## config.mk

```make
export PLATFORM = sky130hd
export DESIGN_NAME = bin_to_dec_decoder_flat
export DESIGN_NICKNAME = d
export VERILOG_FILES = /design/src/rtl/bin_to_dec_decoder_pkg.sv /design/src/rtl/bin_to_dec_decoder_if.sv /design/src/rtl/bin_to_dec_decoder_bcd_onehot_decode.sv /design/src/rtl/bin_to_dec_decoder.sv /design/src/flat_wrapper.sv
export SDC_FILE = /design/constraint.sdc
export NUM_CORES = 1
export LEC_CHECK = 0
export BUFFER_PORTS_ARGS = -buffer_cell sky130_fd_sc_hd__buf_2
export CORE_AREA = 8 8 45 47
export CTS_CLUSTER_DIAMETER = 50
export DETAILED_ROUTE_END_ITERATION = 8
export DIE_AREA = 0 0 53 55
export SKIP_CTS_REPAIR_TIMING = 1
export SLEW_MARGIN = 20
export SYNTH_ARGS = -nofsm -noshare
export SYNTH_HDL_FRONTEND = slang
export SYNTH_SLANG_ARGS = --single-unit
export TNS_END_PERCENT = 20
```

## constraint.sdc

```tcl
create_clock -name clk -period 0.8 [get_ports clk]
set_input_delay 0.08 -clock clk [delete_from_list [all_inputs] [get_ports clk]]
set_output_delay 0.08 -clock clk [all_outputs]
set_load 0.01 [all_outputs]
```

## src/rtl/bin_to_dec_decoder_pkg.sv

```systemverilog
// Shared constants and helpers for the 4-bit to 10-way decimal decoder.
//   DEC_DIGITS  : number of one-hot output lines
//   IN_W        : width of the binary/BCD input code
//   ONEHOT_ZERO : all-lines-off output value
//   MAX_VALID   : largest code that maps to a decimal digit
package bin_to_dec_decoder_pkg;

  localparam int unsigned DEC_DIGITS = 10;
  localparam int unsigned IN_W       = 4;

  localparam logic [DEC_DIGITS-1:0] ONEHOT_ZERO = 10'b0;
  localparam logic [IN_W-1:0]       MAX_VALID   = 4'd9;

  // True when the code names a decimal digit.
  function automatic logic is_digit(input logic [IN_W-1:0] code);
    return code <= MAX_VALID;
  endfunction

endpackage

```

## src/rtl/bin_to_dec_decoder_if.sv

```systemverilog
// Decoder data bus: input code, clear, one-hot result and error flag.
//   a   : code to decode          (master -> slave)
//   c   : clear/disable, high     (master -> slave)
//   b   : registered one-hot out  (slave -> master)
//   err : registered invalid flag (slave -> master)
interface bin_to_dec_decoder_if;
  import bin_to_dec_decoder_pkg::*;

  logic [IN_W-1:0]       a;
  logic                  c;
  logic [DEC_DIGITS-1:0] b;
  logic                  err;

  modport master (output a, output c, input b, input err);
  modport slave  (input a, input c, output b, output err);

endinterface

```

## src/rtl/bin_to_dec_decoder_bcd_onehot_decode.sv

```systemverilog
// Combinational decode of (code, clear) into the next one-hot value and invalid flag.
//   i_a       : code to decode
//   i_c       : clear/disable; forces all-zero output and no error
//   o_onehot  : bit k set when i_a == k and not cleared
//   o_invalid : set when not cleared and i_a is above MAX_VALID
module bcd_onehot_decode
  import bin_to_dec_decoder_pkg::*;
(
  input  logic [IN_W-1:0]       i_a,
  input  logic                  i_c,
  output logic [DEC_DIGITS-1:0] o_onehot,
  output logic                  o_invalid
);

  always_comb begin
    o_onehot  = ONEHOT_ZERO;
    o_invalid = 1'b0;
    // Clear wins over any code value.
    if (!i_c) begin
      if (is_digit(i_a)) begin
        o_onehot = DEC_DIGITS'(1) << i_a;
      end else begin
        o_invalid = 1'b1;
      end
    end
  end

endmodule

```

## src/rtl/bin_to_dec_decoder.sv

```systemverilog
// Registered 4-bit to 10-line decimal decoder with clear and invalid-code flag.
//   clk    : rising-edge clock
//   rst    : asynchronous active-high reset; clears outputs immediately
//   io_dec : decoder bus (slave side) carrying a, c in and b, err out
module bin_to_dec_decoder
  import bin_to_dec_decoder_pkg::*;
(
  input  logic                 clk,
  input  logic                 rst,
  bin_to_dec_decoder_if.slave  io_dec
);

  logic [DEC_DIGITS-1:0] w_onehot;
  logic                  w_invalid;
  logic [DEC_DIGITS-1:0] r_b;
  logic                  r_err;

  bcd_onehot_decode u_decode (
    .i_a       (io_dec.a),
    .i_c       (io_dec.c),
    .o_onehot  (w_onehot),
    .o_invalid (w_invalid)
  );

  always_ff @(posedge clk or posedge rst) begin
    if (rst) begin
      r_b   <= ONEHOT_ZERO;
      r_err <= 1'b0;
    end else begin
      r_b   <= w_onehot;
      r_err <= w_invalid;
    end
  end

  assign io_dec.b   = r_b;
  assign io_dec.err = r_err;

endmodule

```

## src/flat_wrapper.sv

```systemverilog
// flat-port wrapper written by rule: the top's interface ports become plain ports
module bin_to_dec_decoder_flat import bin_to_dec_decoder_pkg::*;
  (clk, rst, io_dec_a, io_dec_c, io_dec_b, io_dec_err);
  bin_to_dec_decoder_if io_dec_i ();
  input  logic clk;
  input  logic rst;
  input wire logic [$bits(io_dec_i.a)-1:0] io_dec_a;
  input wire logic [$bits(io_dec_i.c)-1:0] io_dec_c;
  output wire logic [$bits(io_dec_i.b)-1:0] io_dec_b;
  output wire logic [$bits(io_dec_i.err)-1:0] io_dec_err;
  assign io_dec_i.a = io_dec_a;
  assign io_dec_i.c = io_dec_c;
  assign io_dec_b = io_dec_i.b;
  assign io_dec_err = io_dec_i.err;
  bin_to_dec_decoder u_core (.clk(clk), .rst(rst), .io_dec(io_dec_i));
endmodule
```

======== Word level (Yosys, flattened, before mapping) ========
Index checks and enable logic that the tools add are counted.
cells by class
  muxes and demuxes ....................... 4
  shift operators ......................... 1
  $add $sub $neg .......................... 0
  magnitude comparators ................... 1
  equal/unequal tests ..................... 0
  $mul .................................... 0
  reduce and logical (&&, ||, !) cells .... 0
  divide/modulo/power cells ............... 0
  bitwise logic cells ..................... 0
operators with widths
  operator              count
  $mux 10               2
  $shl 1x4->10 const A  1
  $le 4x4->1 const B    1
  $mux 1                2
storage, ports and cells
  latch bits .............................. 0
  ROM bits ................................ 0
  memory bits (writable) .................. 0
  bits of input ports ..................... 7
  memories kept ........................... 0
  output and inout bits ................... 11
  register bits ........................... 11

======== Longest topological paths before layout ========
Gate-level depths: netlist of the first run.
  depth in word-level cells ............... 3
  mapped depth ............................ 2

======== Hierarchy ========
Synthesis of the first run repeated with hierarchy kept, for this count alone.
second synthesis, totals
  cell total of the unflattened synthesis .. 29
  area, all modules ....................... 389.1 sq um
modules (own cells, without submodules)
  module              cells an instance  area each (sq um)  instances
  bin_to_dec_decoder  12                 279.0              1
  bcd_onehot_decode   17                 110.1              1

======== Worst setup path after synthesis of the first run ========
No wires, ideal clock.
  path type ............................... input to register
  from .................................... input io_dec_a[2]
  to ...................................... register u_core.r_b[1] (netlist: u_core.io_dec.b[1])
  data arrival time ....................... 0.594 ns
  stages on the path ...................... 2
  data required time ...................... 0.714 ns
  path buffers ............................ 0
  setup slack ............................. 0.120 ns
  cell sequence ........................... or3b_1 nor3_1
between the ends
  longest elaborated chain between the ends .. 3
  elaborated cells between the ends (all ways) .. 4
  those cells by class .................... order compare: 1; shift: 1; mux: 2
RTL lines
  element                                            line                                                                      source
  start, declared                                    flat_wrapper.sv:7                                                         input wire logic [$bits(io_dec_i.a)-1:0] io_dec_a;
  $le 4x4->1 / $shl 1x4->10 (equally long branches)  bin_to_dec_decoder_pkg.sv:16, bin_to_dec_decoder_bcd_onehot_decode.sv:21
  $mux 10 (*)                                        bin_to_dec_decoder_bcd_onehot_decode.sv:20                                if (is_digit(i_a)) begin
  $mux 10 (*)                                        bin_to_dec_decoder_bcd_onehot_decode.sv:19                                if (!i_c) begin
  net u_core.u_decode.o_onehot[1]                    bin_to_dec_decoder_bcd_onehot_decode.sv:11                                output logic [DEC_DIGITS-1:0] o_onehot,
  end signal, assigned                               bin_to_dec_decoder.sv:30                                                  r_b <= w_onehot;
  end, declared                                      bin_to_dec_decoder.sv:15                                                  logic [DEC_DIGITS-1:0] r_b;
Mark *: on every way through the listed nets, which the timed path passes. The rest lies on a longest branch.

======== Final worst setup path of the first run ========
  from .................................... register u_core.r_b[9] (netlist: u_core.io_dec.b[9])
  to ...................................... output io_dec_b[9]
RTL lines
  element        line               source
  end, declared  flat_wrapper.sv:9  output wire logic [$bits(io_dec_i.b)-1:0] io_dec_b;
No word-level cell between the ends.

==> results.py, run 1 <==
metrics = {
    "outcome": {
        "status": "finished, violations left",
        "violations": "negative setup slack",
    },
    "sta": {
        "drv_slew": 0,
        "worstMarginPinSlew_ns": 0.382,
        "setup_viol": 11,
        "hold_ws_ns": 0.0627,
        "relSlewSlack_pct": 74.5,
        "report.final.hold_viol_count": 0,
        "fin_ws_ns": -0.0387,
        "rsz0062_at_grt": "true",
        "period_minus_slack_ns": 0.839,
        "fin_crit_sh_pct": 105,
        "max_freq_ghz": 1.19,
    },
    "power_and_ir_drop": {
        "power.share.sequential_pct": 56.3,
        "p_sw_w": 0.000211,
        "power.leakage_nw": 0.297,
        "internal_power_w": 0.000799,
        "comb_power_share_pct": 8.8,
        "vdd.ir_drop.worst_uv": 723,
        "powerDensity_nw_per_um2": 1870,
        "clock_power_share_pct": 34.9,
        "switching_share_pct": 20.9,
    },
    "routing": {
        "vias_per_cell": 4.30,
        "drt_iter0_markers": 2,
        "drc": 0,
        "vias": 301,
        "wl_per_cell_um": 10.4,
        "ant_nets": 0,
        "first_pass_iters": 4,
        "wl_um": 731,
    },
    "yosys": {
        "synth_warnings": 0,
        "synth_cells": 30,
        "yosysTopAreaCell": "dfrtp_1",
        "ys_top_cells_by_area": "dfrtp_1 (73%), nor2_1 (7.0%), nor3_1 (5.3%)",
        "synth-seq-cells": 11,
        "synth_ff_type": "dfrtp_1",
        "synth_commonest_cells": "dfrtp_1 (11), nor2_1 (7), nor3_1 (4)",
        "netlist_area_um2": 377,
        "syn-num-nets": 37,
        "synth_enable_flop_cells": 0,
        "postSynthAreaPerCell_um2": 12.6,
        "async_reset_ff_share_pct": 100,
        "synth.distinct_cells": 9,
        "synth-seq-area-share_pct": 73.1,
        "yosysMostFrequentCell": "dfrtp_1",
        "netlist.area_leader.share_pct": 73.1,
    },
    "setup_path": {
        "cp-endpoint": "io_dec_b[9]",
        "critPathLaunch": "u_core.io_dec.b[9]",
        "cp_data_required_time_ns": 0.72,
        "cp_max_fo": 1,
        "crit_path_top_delay_cell": "dfrtp_1",
        "cp.arrival_ns": 0.76,
        "worstSetupStartpointType": "flop",
        "cp_cell_sequence": "buf_2",
        "critPathCaptureType": "primary output",
        "critPathKind": "reg2out",
        "slowest_delay_ns": 0.36,
        "path_delay_family": "flip-flops",
        "cp.depth": 1,
        "worst-path-buf-inv": 1,
    },
    "grt": {
        "antenna_found_initial": 0,
        "grt_pass1_wl_um": 1180,
        "grt_usage_pct": 5.69,
        "overflow": 0,
        "grt_pass1_vias": 293,
        "grt_max_degree": 12,
    },
    "floorplan": {
        "coreArea_um2": 1380,
        "start_util_pct": 27.2,
        "ios": 18,
        "die_w_um": 53,
        "die-area_um2": 2920,
        "die_y_um": 55,
        "fp-row-count": 14,
    },
    "final_layout": {
        "layout-drive-gt1-share_pct": 40.7,
        "fillers": 146,
        "fin_nets": 62,
        "areaGrowthSynthToFinish_pct": 43.2,
        "diodes": 0,
        "final_core_util_pct": 39.0,
    },
    "place": {
        "io_buffers": 17,
        "pre_cts_slack_ns": -0.0755,
        "hpwl_um": 606,
        "gp_congestion": 0.707,
    },
    "clock_network": {
        "cts-root-buf": "clkbuf_4",
        "clkSinkCount": 11,
        "cts_htree_levels": 1,
        "numCtsBuffers": 3,
        "clockBufferDepth": 2,
        "path_clk_slew_ns": 0.06,
        "cts_tree": "done",
    },
    "worst_hold_path": {
        "hp-class": "in2reg",
        "hold_depth": 2,
    },
    "flow_run": {
        "maxCapViolations": 0,
    },
}
## per-layer routing
metal	routed length, um	share of wire [%]	GRT usage, %
met5	0	0	0
met4	14	1.9	6.47
met3	106	15	2.67
met2	322	44	7.81
met1	288	39	5.96
## power by group through the flow
stage / Sequential, W / Combinational, W / Clock (W)
final: 0.000569 / 0.0000888 / 0.000353
after CTS: 0.000569 / 0.0000864 / 0.000364
after floorplan: 0.000586 / 0.0000302 / 0
after global placement: 0.000579 / 0.0000863 / 0
after detailed placement: 0.000579 / 0.0000864 / 0
after global routing: 0.000569 / 0.000101 / 0.000404
## sequential cells by signal, indices dropped and copies added, names as in the netlist
| name | flops |
|---|---|
| u_core.io_dec.b | 10 |
| u_core.io_dec.err | 1 |
## how the worst min path moves through the flow
stage / from / to
4_1_cts: rst / u_core.io_dec.b[6]
5_1_grt: io_dec_a[3] / u_core.io_dec.b[4]
3_5_place_dp: rst / u_core.io_dec.b[6]
6_report: io_dec_a[1] / u_core.io_dec.b[4]
2_1_floorplan: rst / u_core.io_dec.b[0]
3_3_place_gp: rst / u_core.io_dec.b[3]
## metrics by stage
stage,std cells,setup TNS [ns],total power (W),instance area [um^2]
2_1_floorplan,30,0,0.000616,377
3_3_place_gp,65,-0.125,0.000665,497
3_5_place_dp,65,-0.168,0.000665,497
4_1_cts,69,-0.381,0.00102,523
5_1_grt,70,-0.680,0.00107,539
6_report,70,-0.275,0.00101,539
## placed cells by master (no fill, tap or decap), drive strengths merged
cell type / instances
nand3b: 1
nand2b: 2
dlygate4sd3: 1
clkbuf: 4
nor3: 4
or3: 1
dfrtp: 11
or3b: 2
nor3b: 1
inv: 1
buf: 19
nor2: 7
## layout make-up
class                   instances  area [um^2]  share of cell area, %
inverters                       1         3.75                  0.696
multi-input cells              18         97.6                   18.1
flip-flops and latches         11          275                   51.0
well taps                      16         20.0                   3.71
clock buffers                   4         26.3                   4.87
repair buffers                 20          116                   21.6
## cells by family (layout without fill, tap and decap cells)
family                 count (synthesis)  in the layout  synth area share (%)
buffers and inverters                  1             25                 0.996
DFF                                   11             11                  73.1
and+or+nand+nor                       18             18                  25.9
No activity file was read; power rests on OpenSTA's default activity.
==> run 2: changes to the inputs <==
--- a/config.mk
+++ b/config.mk
@@ -7,6 +7,7 @@
 export LEC_CHECK = 0
 export BUFFER_PORTS_ARGS = -buffer_cell sky130_fd_sc_hd__buf_2
 export CORE_AREA = 8 8 45 47
+export CTS_BUF_LIST = sky130_fd_sc_hd__clkbuf_16
 export CTS_CLUSTER_DIAMETER = 50
 export DETAILED_ROUTE_END_ITERATION = 8
 export DIE_AREA = 0 0 53 55
@@ -14,5 +15,6 @@
 export SLEW_MARGIN = 20
 export SYNTH_ARGS = -nofsm -noshare
 export SYNTH_HDL_FRONTEND = slang
+export SYNTH_HIERARCHICAL = 1
 export SYNTH_SLANG_ARGS = --single-unit
 export TNS_END_PERCENT = 20
==> run 2 against run 1 <==
Compared with the run above: the flow now finishes without violations; wire length grew 12%; cell area grew 19%; critical path type unchanged; non-clock buffer count grew 4.
==> results.py, run 2 <==
metrics = {
    "yosys": {
        "yosysMostFrequentCell": "dfrtp_1",
        "netlist_area_um2": 389,
        "syn-num-nets": 36,
        "synth.distinct_cells": 12,
        "yosysTopAreaCell": "dfrtp_1",
        "netlist.area_leader.share_pct": 70.7,
        "synth-seq-area-share_pct": 70.7,
        "postSynthAreaPerCell_um2": 13.4,
        "synth_enable_flop_cells": 0,
        "synth_cells": 29,
        "synth_warnings": 6,
        "synth_commonest_cells": "dfrtp_1 (11), nor2_1 (5), nor3_1 (3)",
        "async_reset_ff_share_pct": 100,
        "synth-seq-cells": 11,
        "ys_top_cells_by_area": "dfrtp_1 (71%), nor2_1 (4.8%), or3b_1 (4.5%)",
        "synth_ff_type": "dfrtp_1",
    },
    "final_layout": {
        "layout_commonest_cell": "buf_2",
        "layout-drive-gt1-share_pct": 47.4,
        "final_cells": 73,
        "areaGrowthSynthToFinish_pct": 64.6,
        "final_cell_mix": "buf_2 (15), dfrtp_1 (11), buf_4 (6)",
        "fillers": 140,
        "largest_reg_flops": 10,
        "diodes": 0,
        "fin_nets": 65,
    },
    "floorplan": {
        "coreArea_um2": 1380,
        "fp-row-count": 14,
        "start_util_pct": 28.1,
        "ios": 18,
        "die_w_um": 53,
        "die-area_um2": 2920,
        "die_y_um": 55,
    },
    "power_and_ir_drop": {
        "power.leakage_nw": 0.358,
        "total_power_w": 0.00156,
        "vdd.ir_drop.worst_uv": 1080,
        "powerDensity_nw_per_um2": 2430,
    },
    "worst_hold_path": {
        "hp-class": "in2reg",
        "holdPathEnd": "u_core/io_dec.b[4]",
        "min_from": "io_dec_a[0]",
        "hold_depth": 2,
    },
    "place": {
        "gp_congestion": 0.744,
        "hpwl_um": 653,
        "io_buffers": 17,
        "dp.cells": 68,
    },
    "setup_path": {
        "slowest_delay_ns": 0.35,
        "cp_max_fo": 1,
        "path_delay_family": "flip-flops",
        "critPathKind": "reg2out",
        "worstSetupStartpointType": "flop",
        "crit_path_top_delay_cell": "dfrtp_1",
        "critPathCaptureType": "primary output",
        "cp.arrival_ns": 0.72,
        "cp_cell_sequence": "buf_2",
        "cp_data_required_time_ns": 0.72,
        "critPathLaunch": "u_core/io_dec.b[0]",
        "worst-path-buf-inv": 1,
    },
    "sta": {
        "relSlewSlack_pct": 72.8,
        "setup_viol": 0,
        "report.final.hold_viol_count": 0,
        "worstMarginPinSlew_ns": 0.408,
        "max_freq_ghz": 1.25,
        "fin_crit_sh_pct": 100,
        "period_minus_slack_ns": 0.800,
        "drv_slew": 0,
        "rsz0062_at_grt": "true",
        "hold_ws_ns": 0.104,
    },
    "outcome": {
        "status": "completed",
    },
    "grt": {
        "antenna_found_initial": 0,
        "overflow": 0,
        "grt_pass1_wl_um": 1280,
        "grt_pass1_vias": 321,
        "grt_max_degree": 12,
        "grt_usage_pct": 6.13,
    },
    "routing": {
        "wl_um": 819,
        "first_pass_iters": 4,
        "ant_nets": 0,
        "drt_iter0_markers": 5,
        "wl_per_cell_um": 11.2,
        "vias_per_cell": 4.12,
        "vias": 301,
        "drc": 0,
    },
    "flow_run": {
        "maxCapViolations": 0,
    },
    "clock_network": {
        "cts_htree_levels": 1,
        "numCtsBuffers": 3,
        "cts-root-buf": "clkbuf_16",
        "clockBufferDepth": 2,
        "cts_tree": "done",
        "clkSinkCount": 11,
        "path_clk_slew_ns": 0.04,
    },
}
==> run 2: power by group <==
group | internal [W] | total, W | switching, W
sequential | 0.000569 | 0.000572 | 0.00000246
clock | 0.000654 | 0.000875 | 0.000222
combinational | 0.0000566 | 0.000112 | 0.0000557
==> run 2: cells by family after synthesis <==
group         count (synthesis)  share of synthesized area [%]
buf+inv                       1                          0.964
flops                        11                           70.7
simple gates                 17                           28.3
==> run 2: routing by layer <==
| metal | GRT usage [%] | up-vias | routed length [um] |
|---|---|---|---|
| met5 | 0 | - | 0 |
| met4 | 6.47 | 0 | 0 |
| met3 | 2.41 | 0 | 74 |
| met2 | 8.98 | 12 | 374 |
| met1 | 6.41 | 135 | 370 |
| li1 | - | 154 | - |
==> run 2: layout make-up <==
class	count	area [um^2]	area share (%)
Tap cell	16	20.0	3.13
Clock inverter	1	3.75	0.586
Inverter	1	3.75	0.586
Clock buffer	3	75.1	11.7
Timing Repair Buffer	24	153	23.8
Multi-Input combinational cell	17	110	17.2
Sequential cell	11	275	43.0
==> run 2: metrics by stage <==
step / worst slack [ns] / instance area [um^2] / utilization [%] / TNS, ns
floorplan: 0.142 / 389 / - / 0
detailed placement: -0.0540 / 539 / 39.0 / -0.0633
CTS: -0.00551 / 618 / 44.7 / -0.0181
global placement: -0.0260 / 539 / 39.0 / -0.0260
global route: -0.0232 / 641 / 46.3 / -0.128
finish: 0.000370 / 641 / 46.3 / 0
==> run 2: worst max-delay path by stage <==
stage,to,slack [ns],cells past startpoint
final,io_dec_b[0],0.0004,1
after global routing,io_dec_b[6],-0.02,1
after CTS,io_dec_b[0],-0.006,1
after detailed placement,u_core/io_dec.b[2],-0.05,3
after global placement,u_core/io_dec.b[2],-0.03,3
after floorplan,u_core/io_dec.b[2],0.14,2
==> run 3: changes to the inputs <==
--- a/config.mk
+++ b/config.mk
@@ -15,6 +15,5 @@
 export SLEW_MARGIN = 20
 export SYNTH_ARGS = -nofsm -noshare
 export SYNTH_HDL_FRONTEND = slang
-export SYNTH_HIERARCHICAL = 1
 export SYNTH_SLANG_ARGS = --single-unit
 export TNS_END_PERCENT = 20
==> run 3 against run 2 <==
Compared with the run above: the flow now finishes with violations (negative setup slack); combinational power fell by 21%; sequential cell count unchanged; first-iteration DRC count shrank 100%; worst hold slack worse by 0.013 ns; count of clock-buffer cells in the layout did not move; power down 1.8%; non-clock buffer count down 4; global-route usage is 0.61 points higher; clock power shrank 0.6%; setup slack worse by 0.0053 ns; cell area fell by 7.6%; core utilization fell by 3.5 points; critical path type unchanged.
==> results.py, run 3 (synthesized netlist as in run 1, its figures left out) <==
metrics = {
    "sta": {
        "rsz0062_at_grt": "true",
        "report.final.hold_viol_count": 0,
        "relSlewSlack_pct": 74.4,
        "max_freq_ghz": 1.24,
        "fin_crit_sh_pct": 101,
        "period_minus_slack_ns": 0.805,
        "fin_ws_ns": -0.00495,
        "setup_viol": 3,
        "worstMarginPinSlew_ns": 0.384,
        "fin_tns_setup_ns": -0.0118,
        "drv_slew": 0,
        "hold_ws_ns": 0.0919,
    },
    "final_layout": {
        "areaGrowthSynthToFinish_pct": 57.1,
        "layout-drive-gt1-share_pct": 40.7,
        "largest_reg_flops": 10,
        "final_cells": 70,
        "fillers": 138,
        "layout_commonest_cell": "buf_2",
        "diodes": 0,
        "design_area_um2": 592,
        "final_cell_mix": "buf_2 (16), dfrtp_1 (11), nor2_1 (7)",
        "fin_nets": 62,
    },
    "setup_path": {
        "critPathLaunch": "u_core.io_dec.b[9]",
        "worst-path-buf-inv": 1,
        "critPathKind": "reg2out",
        "worstSetupStartpointType": "flop",
        "cp_cell_sequence": "buf_2",
        "path_delay_family": "flip-flops",
        "cp_max_fo": 1,
        "crit_path_top_delay_cell": "dfrtp_1",
        "critPathCaptureType": "primary output",
        "cp_data_required_time_ns": 0.72,
        "cp.arrival_ns": 0.72,
        "slowest_delay_ns": 0.36,
    },
    "grt": {
        "grt_usage_pct": 6.73,
        "grt_pass1_wl_um": 1280,
        "antenna_found_initial": 0,
        "grt_max_degree": 12,
        "grt_pass1_vias": 306,
        "overflow": 0,
    },
    "routing": {
        "wl_um": 787,
        "drc": 0,
        "wl_per_cell_um": 11.2,
        "first_pass_iters": 1,
        "vias": 294,
        "vias_per_cell": 4.20,
        "drt_iter0_markers": 0,
        "ant_nets": 0,
    },
    "flow_run": {
        "maxCapViolations": 0,
    },
    "worst_hold_path": {
        "hp-class": "in2reg",
        "min_from": "io_dec_a[1]",
    },
    "power_and_ir_drop": {
        "vdd.ir_drop.worst_uv": 1140,
        "power.leakage_nw": 0.325,
        "powerDensity_nw_per_um2": 2590,
    },
    "floorplan": {
        "coreArea_um2": 1380,
        "start_util_pct": 27.2,
        "fp-row-count": 14,
        "die_y_um": 55,
        "die-area_um2": 2920,
        "die_w_um": 53,
        "ios": 18,
    },
    "clock_network": {
        "clkSinkCount": 11,
        "cts_tree": "done",
        "clockBufferDepth": 2,
        "path_clk_slew_ns": 0.04,
        "cts_htree_levels": 1,
        "cts-root-buf": "clkbuf_16",
        "numCtsBuffers": 3,
    },
    "place": {
        "hpwl_um": 606,
        "gp_congestion": 0.707,
        "place_area_um2": 497,
        "dp.cells": 65,
        "io_buffers": 17,
        "pre_cts_slack_ns": -0.0755,
    },
    "outcome": {
        "status": "finished, violations left",
        "violations": "negative setup slack",
    },
}
-- run 3: cell type report --
class,instances,area [um^2],area share (%)
clock buffer,3,75.1,12.7
tap,16,20.0,3.38
sequential,11,275,46.5
clock inverter,1,3.75,0.634
timing repair buffer,20,116,19.7
inverter,1,3.75,0.634
multi-input combinational,18,97.6,16.5
-- run 3: per-stage QoR --
step	util [%]	power, W
finish	42.8	0.00153
global route	42.8	0.00160
floorplan	-	0.000616
global placement	35.9	0.000665
CTS	41.6	0.00155
detailed placement	35.9	0.000665
-- run 3: final timing paths --
kind                       slack [ns]                  to  depth (start not counted)
max                            -0.005         io_dec_b[9]                          1
min                              0.09  u_core.io_dec.b[4]                          2
min in group asynchronous        0.37  u_core.io_dec.b[6]                          3
max in group asynchronous        0.16  u_core.io_dec.b[7]                          3
-- run 3: power by group --
group	total, W	internal [W]	switching, W
Sequential	0.000572	0.000569	0.00000228
Clock	0.000870	0.000653	0.000217
Combinational	0.0000889	0.0000402	0.0000487
Total	0.00153	0.00126	0.000268
-- run 3: layer usage --
metal / wire (um) / up-vias / part of all wire, % / track usage [%]
met2: 363 / 12 / 46 / 8.40
li1: - / 146 / - / -
met4: 36 / 0 / 4.6 / 11.6
met3: 73 / 2 / 9.3 / 3.48
met5: 0 / - / 0 / 0
met1: 313 / 134 / 40 / 6.09
